==> src/rtl/ram_pkg.sv <==
// Shared types and constants for the latency-configurable backing RAM.
package ram_pkg;

  typedef enum logic [1:0] {
    S_IDLE = 2'd0,
    S_WAIT = 2'd1,
    S_ACK  = 2'd2
  } state_e;

  localparam int LATENCY_MAX = 255;
  localparam int STAT_WIDTH  = 16;

  // Increment that sticks at all-ones instead of wrapping.
  function automatic logic [STAT_WIDTH-1:0] sat_inc(input logic [STAT_WIDTH-1:0] v,
                                                    input logic                  en);
    if (en && (v != {STAT_WIDTH{1'b1}})) begin
      sat_inc = v + {{(STAT_WIDTH-1){1'b0}}, 1'b1};
    end else begin
      sat_inc = v;
    end
  endfunction

endpackage

==> src/rtl/lat_ram_stats.sv <==
// Saturating read/write/abort event counters for lat_ram (built only with RAM_STATS_EN).
module lat_ram_stats
  import ram_pkg::*;
(
  input  logic                  clk,
  input  logic                  rst,
  input  logic                  rd_evt,
  input  logic                  wr_evt,
  input  logic                  abort_evt,
  output logic [STAT_WIDTH-1:0] rd_count,
  output logic [STAT_WIDTH-1:0] wr_count,
  output logic [STAT_WIDTH-1:0] abort_count
);

  logic [STAT_WIDTH-1:0] rd_q, rd_d;
  logic [STAT_WIDTH-1:0] wr_q, wr_d;
  logic [STAT_WIDTH-1:0] ab_q, ab_d;

  // Next counter values.
  always_comb begin
    rd_d = sat_inc(rd_q, rd_evt);
    wr_d = sat_inc(wr_q, wr_evt);
    ab_d = sat_inc(ab_q, abort_evt);
  end

  // Counter registers.
  always_ff @(posedge clk) begin
    if (rst) begin
      rd_q <= {STAT_WIDTH{1'b0}};
      wr_q <= {STAT_WIDTH{1'b0}};
      ab_q <= {STAT_WIDTH{1'b0}};
    end else begin
      rd_q <= rd_d;
      wr_q <= wr_d;
      ab_q <= ab_d;
    end
  end

  assign rd_count    = rd_q;
  assign wr_count    = wr_q;
  assign abort_count = ab_q;

endmodule

==> src/rtl/lat_ram.sv <==
// Word-addressed RAM answering one cs/ack transaction after a fixed LATENCY.
// Define RAM_STATS_EN to add rd_count/wr_count/abort_count outputs.
module lat_ram
  import ram_pkg::*;
#(
  parameter int ADDR_WIDTH = 5,
  parameter int DATA_WIDTH = 32,
  parameter int LATENCY    = 4
) (
  input  logic                  clk,
  input  logic                  rst,
  input  logic                  cs,
  input  logic                  we,
  input  logic [31:0]           addr,
  input  logic [DATA_WIDTH-1:0] din,
  output logic [DATA_WIDTH-1:0] dout,
  output logic                  busy,
  output logic                  ack
`ifdef RAM_STATS_EN
  ,
  output logic [STAT_WIDTH-1:0] rd_count,
  output logic [STAT_WIDTH-1:0] wr_count,
  output logic [STAT_WIDTH-1:0] abort_count
`endif
);

  localparam int WORDS   = 2 ** ADDR_WIDTH;
  localparam int LAT_EFF = (LATENCY < 1) ? 1 : ((LATENCY > LATENCY_MAX) ? LATENCY_MAX : LATENCY);
  localparam logic [7:0] CNT_INIT = 8'(LAT_EFF - 1);

  state_e                  state_q, state_d;
  logic [7:0]              cnt_q, cnt_d;
  logic                    we_q, we_d;
  logic [ADDR_WIDTH-1:0]   idx_q, idx_d;
  logic [DATA_WIDTH-1:0]   din_q, din_d;
  logic [DATA_WIDTH-1:0]   dout_q, dout_d;
  logic                    mem_wr_s;
  logic [DATA_WIDTH-1:0]   mem_q [WORDS];
  logic                    unused_addr_bits;

  // Upper address bits alias; byte-lane bits are ignored.
  assign unused_addr_bits = ^{addr[31:ADDR_WIDTH+2], addr[1:0]};

  // Handshake FSM next-state and access decode.
  always_comb begin
    state_d  = state_q;
    cnt_d    = cnt_q;
    we_d     = we_q;
    idx_d    = idx_q;
    din_d    = din_q;
    dout_d   = dout_q;
    mem_wr_s = 1'b0;
    case (state_q)
      S_IDLE: begin
        if (cs) begin
          we_d    = we;
          idx_d   = addr[ADDR_WIDTH+1:2];
          din_d   = din;
          cnt_d   = CNT_INIT;
          state_d = S_WAIT;
        end else begin
          state_d = S_IDLE;
        end
      end
      S_WAIT: begin
        if (!cs) begin
          state_d = S_IDLE;
        end else if (cnt_q == 8'd0) begin
          state_d = S_ACK;
          if (we_q) begin
            mem_wr_s = 1'b1;
          end else begin
            dout_d = mem_q[idx_q];
          end
        end else begin
          cnt_d = cnt_q - 8'd1;
        end
      end
      // cs is ignored here so a held request cannot be accepted twice.
      S_ACK:   state_d = S_IDLE;
      default: state_d = S_IDLE;
    endcase
  end

  // FSM and transaction registers.
  always_ff @(posedge clk) begin
    if (rst) begin
      state_q <= S_IDLE;
      cnt_q   <= 8'd0;
      we_q    <= 1'b0;
      idx_q   <= {ADDR_WIDTH{1'b0}};
      din_q   <= {DATA_WIDTH{1'b0}};
      dout_q  <= {DATA_WIDTH{1'b0}};
    end else begin
      state_q <= state_d;
      cnt_q   <= cnt_d;
      we_q    <= we_d;
      idx_q   <= idx_d;
      din_q   <= din_d;
      dout_q  <= dout_d;
    end
  end

  // Storage array; contents survive rst.
  always_ff @(posedge clk) begin
    if (!rst && mem_wr_s) begin
      mem_q[idx_q] <= din_q;
    end
  end

  assign dout = dout_q;
  assign busy = (state_q == S_WAIT);
  assign ack  = (state_q == S_ACK);

`ifdef RAM_STATS_EN
  logic rd_evt_s, wr_evt_s, abort_evt_s;

  assign rd_evt_s    = (state_q == S_ACK) && !we_q;
  assign wr_evt_s    = (state_q == S_ACK) && we_q;
  assign abort_evt_s = (state_q == S_WAIT) && !cs;

  lat_ram_stats u_stats (
    .clk        (clk),
    .rst        (rst),
    .rd_evt     (rd_evt_s),
    .wr_evt     (wr_evt_s),
    .abort_evt  (abort_evt_s),
    .rd_count   (rd_count),
    .wr_count   (wr_count),
    .abort_count(abort_count)
  );
`endif

endmodule
==> config.mk <==
export PLATFORM = sky130hd
export DESIGN_NAME = lat_ram
export DESIGN_NICKNAME = d
export VERILOG_FILES = /design/src/rtl/ram_pkg.sv /design/src/rtl/lat_ram_stats.sv /design/src/rtl/lat_ram.sv
export SDC_FILE = /design/constraint.sdc
export NUM_CORES = 1
export LEC_CHECK = 0
export ABC_AREA = 1
export ABC_CLOCK_PERIOD_IN_PS = 5300
export CORE_ASPECT_RATIO = 0.6
export CORE_MARGIN = 2
export CORE_UTILIZATION = 62
export CTS_BUF_LIST = sky130_fd_sc_hd__clkbuf_4 sky130_fd_sc_hd__clkbuf_8 sky130_fd_sc_hd__clkbuf_16
export DETAILED_ROUTE_END_ITERATION = 8
export HOLD_SLACK_MARGIN = 0.02
export PLACE_DENSITY = 0.8
export SYNTH_ARGS = -nofsm -noshare
export SYNTH_HDL_FRONTEND = slang
export SYNTH_HIERARCHICAL = 1
export SYNTH_SLANG_ARGS = --single-unit
==> constraint.sdc <==
create_clock -name clk -period 5.3 [get_ports clk]
set_clock_uncertainty 0.1 [all_clocks]
set_input_delay 0.795 -clock clk [delete_from_list [all_inputs] [get_ports clk]]
set_output_delay 0.795 -clock clk [all_outputs]
set_load 0.02 [all_outputs]
# After elaboration in Yosys (flattened, before gate mapping)
# Memories as Yosys holds them, arrays and structs flattened. A register that Yosys moved wholly into a read port is not among the register bits.
# Index checks and enable logic that the tools add are counted.
[word_totals] ff_bits=48 latch_bits=0 output_inout_bits=34 ram_bits=1024 wordCells=36 mem_bits_ro=0 mem_count=1
[classes] muxes=14 n_reduce_logical=8 n_bitwise=1 n_mul=0 shifts=0 n_addsub=1 n_lt_le_gt_ge=0 eq_ne=6 n_div=0
[memory_table] memory="mem_q" depth=32 width=32 read_ports=1 rd_ports_with_merged_regs=1 wr=1 line="lat_ram.sv:38" text="logic [DATA_WIDTH-1:0] mem_q [WORDS];"
[op_table] cell="8-bit two-way mux" count=3
[op_table] cell="8-bit case mux with 2 select lines" count=1
[op_table] cell="8-bit zero test" count=1
[op_table] cell="4-bit AND reduction" count=2
[op_table] cell="8-bit by 1-bit subtractor with 8-bit output, second input constant" count=1
[op_table] cell="1-bit two-way mux" count=7
[op_table] cell="2-bit != test, second input constant" count=3
[op_table] cell="2-bit two-way mux" count=2
[op_table] cell="2-bit case mux with 2 select lines" count=1
[op_table] cell="3-bit by 2-bit != test with 1-bit output, second input constant" count=1
[op_table] cell="2-bit by 1-bit equality test with 1-bit output, second input constant" count=1
[op_table] cell="2-bit equality test, second input constant" count=1
[op_table] cell="2-bit zero test" count=1
[op_table] cell="2-bit AND reduction" count=1
[op_table] cell="2-bit nonzero test" count=1
[op_table] cell="1-bit logical AND" count=1
[op_table] cell="1-bit zero test" count=1
[op_table] cell="1-bit inverter" count=1

# Depth between registers and ports, before layout
[logic_depth] word_depth=7 depth_mapped=14

# Worst setup path after synthesis
# Ideal clock, no wire load.
[synth_timing] path_kind="input port to flip-flop" from="in cs" to="mem mem_q[4][0], enable pin" stages=7 required_ns=4.739 slack_ns=0.892 t_arrival_ns=3.847 path_buffers=1 path_cell_list="nand2_1 > nor2_1 > inv_1 > nor4_2 > nand2_1 > clkbuf_1 > nor3_1"
[synth_between] elab_chain_cells=5
[synth_rtl] element="start, declared" line="lat_ram.sv:12" text="input logic cs,"
[synth_rtl] element="1-bit two-way mux" line="lat_ram.sv:66" text="if (!cs) begin"
[synth_rtl] element="1-bit two-way mux" line="lat_ram.sv:53" text="case (state_q)"
[synth_rtl] element="1-bit logical AND" line="lat_ram.sv:106" text="if (!rst && mem_wr_s) begin"
[synth_rtl] element="1-bit two-way mux" line="lat_ram.sv:106"
[synth_rtl] element="1-bit two-way mux (not written as such)" line="lat_ram.sv:107" text="mem_q[idx_q] <= din_q;"
[synth_rtl] element="end, declared" line="lat_ram.sv:38"
# Every way passes these cells.

# Worst setup path in the final report
[layout_timing] from="in cs" to="mem mem_q[27][24], enable pin"
# Same word-level chain as after synthesis.

==> run metrics <==
CTS max path bufs 3; # port buffers 74; CTS sink count about 1100; Hold Vio Cnt, Final 0; maximum vdd drop 0.252 mV; initial antenna violation count 5; critical setup path kind in2reg; final worst path period need between 3 and 4 ns; Util after Layout 0.697; WP data required 5.51 ns; largest fanout on the critical path 23; Cells after Synth ~4400; setup violators final 0; Setup Buffers After CTS 0; max cap viols 0; layout cells sized above 1 0.0641; dpl cell area around 0.047 mm²; area of the core a little over 0.07 mm²; crit start category input pin; placed cell count between 5000 and 6000; first-pass GRT wire length ~170000 µm; TritonCTS clock tree yes; height of the die roughly 210 µm; fin area between 0.05 and 0.06 mm²; Synth area leader edfxtp_1; vias in the first global route 29400; H-tree Lvls 3; Worst Tran Pin Value about 1.3 ns; Yosys Warn Count 6; Final nets roughly 4500; Routed Antenna Nets 0; cts hold-fix bufs 0; #FFs+latches synth roughly 1100; status completed; die area between 0.07 and 0.08 mm²; post-CTS sizing 0; area grow syn2layout 11.0%; pre-CTS setup slack between 1 and 1.5 ns; largest net degree at the start of global routing roughly 200; HP Class reg2reg; Worst-Skew Late Latency ~0.65 ns; Worst setup EP type flop; hold_ws between 0.3 and 0.4 ns; GR Overflow Total 0; slowest cell on the critical path nor4_2; final RePlAce weighted congestion approximately 0.85; Worst Path Arrival 3.70 ns; fin. max-slew vios 0; I/O Pins 102; Final WS setup about 1.8 ns; max incr delay on CP 0.58 ns; post-synth top area share 0.681; Netlist cell types 25; Post-synth top flop edfxtp_1; DR iter-0 viols 4219; total power 18.5 mW; wire length per cell 20.4 µm; crit path cell chain clkdlybuf4s50_1, nand2_1, nor2_1, inv_1, nor4_2, nand3_1, nor2_4, buf_4; LEAKAGE about 20 nW; die width between 300 and 400 µm; Synth Net Count 4437; PD cells 370 mW/mm²; final WL 111000 µm; Post-synth ARST share 0; Setup TNS Final 0 ns; Inserted Clock Buffers between 90 and 100; headroom to the max-slew limit 0.110; number of flops mapped to enable cells by yosys between 1000 and 1500; Vias approximately 30000; RSZ-0062 raised after global routing false; Top Family by Delay on Critical Path simple AND/OR/NAND/NOR gates; Post-Syn Area around 0.045 mm²; Clock transition at path regs roughly 0.070 ns; GRT Overall Usage 0.299; vias per inst 5.65; Clock Tree Root clkbuf_16; row cnt 76; crit share post-route 0.659; DRC violations left 0; n_diodes 0; DR pass1 iterations 6; register area share after synthesis 0.717; Syn Area/Cell roughly 10 µm²; DP Wirelength between 50000 and 60000 µm; Initial Util 0.628; Bufs and invs on worst path 3; Fmax approximately 0.29 GHz; ranking of synthesized cells by area edfxtp_1 (68%), nand2_1 (21%), dfxtp_1 (3.5%); Finished Layout Cells roughly 5400
logic make-up after synthesis:
logic type	after synthesis	synth area share
buffers and inverters	330	0.0303
AND/OR/NAND/NOR	2840	0.242
XOR/XNOR	1	0.000194
AO/OA/AOI/OAI	90	0.00998
adder cells (fa/ha/maj)	2	0.000554
flip-flops	1104	0.717
sequential cells by signal, indices dropped and copies added, names as in the netlist:
| signal | count |
|---|---|
| mem_q | 1024 |
| din_q | 32 |
| dout | 32 |
| cnt_q | 8 |
| idx_q | 5 |
| state_q | 2 |
| we_q | 1 |
layer usage:
metal  up-vias  global-route usage  wire length (µm)
met5         -                   0                61
met4        10               0.113              3940
met3       272              0.0670             13500
met2      1886               0.454             49600
met1     14400               0.429             44100
li1      14200                   -                 -
synthesized netlist by cell type, types with 2 or more instances:
master / count
nand3_1: 102
o21ai_0: 42
nor2_1: 164
nor3_1: 21
clkbuf_1: 124
nor2_2: 2
a21oi_1: 47
ha_1: 2
nand2_1: 2535
edfxtp_1: 1024
buf_4: 2
nand3b_1: 3
inv_1: 113
inv_2: 8
nand4_1: 4
buf_2: 60
dfxtp_1: 80
buf_6: 6
buf_1: 17
nor3_4: 6
where the power goes:
part | internal (mW) | switching [mW]
Clock | 3.87 | 3.04
Sequential | 9.70 | 0.244
Combinational | 0.448 | 1.21
Total | 14.0 | 4.50
placed cells by master (no fill, tap or decap):
master / n
ha_1: 2
nor3_2: 21
nand4_1: 4
nand3_1: 102
inv_1: 111
buf_12: 3
clkbuf_16: 98
inv_2: 7
a21oi_1: 47
clkinv_2: 13
clkbuf_4: 24
nor2_1: 152
nor2_4: 12
clkdlybuf4s50_1: 74
clkbuf_8: 12
o21ai_1: 1
inv_8: 2
dfxtp_1: 78
xor2_1: 1
buf_4: 73
clkinv_4: 1
nand3_2: 1
nor4_2: 1
clkinvlp_4: 1
nor2_2: 2
nor3_4: 7
inv_6: 3
dfxtp_4: 2
bufinv_16: 4
nand3b_1: 3
o21ai_0: 42
nand2_1: 2535
clkinv_1: 11
edfxtp_1: 1024
area by class of cell:
class	count	area, µm²
fill	4827	21800
multi-input combinational	2933	11600
clock inverter	32	265
inverter	121	469
sequential	1104	32400
tap	975	1220
clock buffer	134	2800
timing repair buffer	150	1350
final timing paths:
check | from | end | slack, ns | cells after the start
setup / recovery | cs | mem_q[27][24]$_DFFE_PP_ | 1.81 | 8
hold / removal | cnt_q[7]$_SDFFE_PP0P_ | cnt_q[7]$_SDFFE_PP0P_ | 0.39 | 2
setup reg to reg | idx_q[1]$_SDFFE_PP0P_ | mem_q[2][30]$_DFFE_PP_ | 1.82 | 5
hold reg to reg | cnt_q[7]$_SDFFE_PP0P_ | cnt_q[7]$_SDFFE_PP0P_ | 0.39 | 2
worst min-delay path: cells and delay by family (launching register included):
kind             cells  cell delay [ns]
AND/OR/NAND/NOR      1             0.06
flip-flops           1             0.33
AO/OA/AOI/OAI        1             0.05
Power figures use the tool's default switching activity.
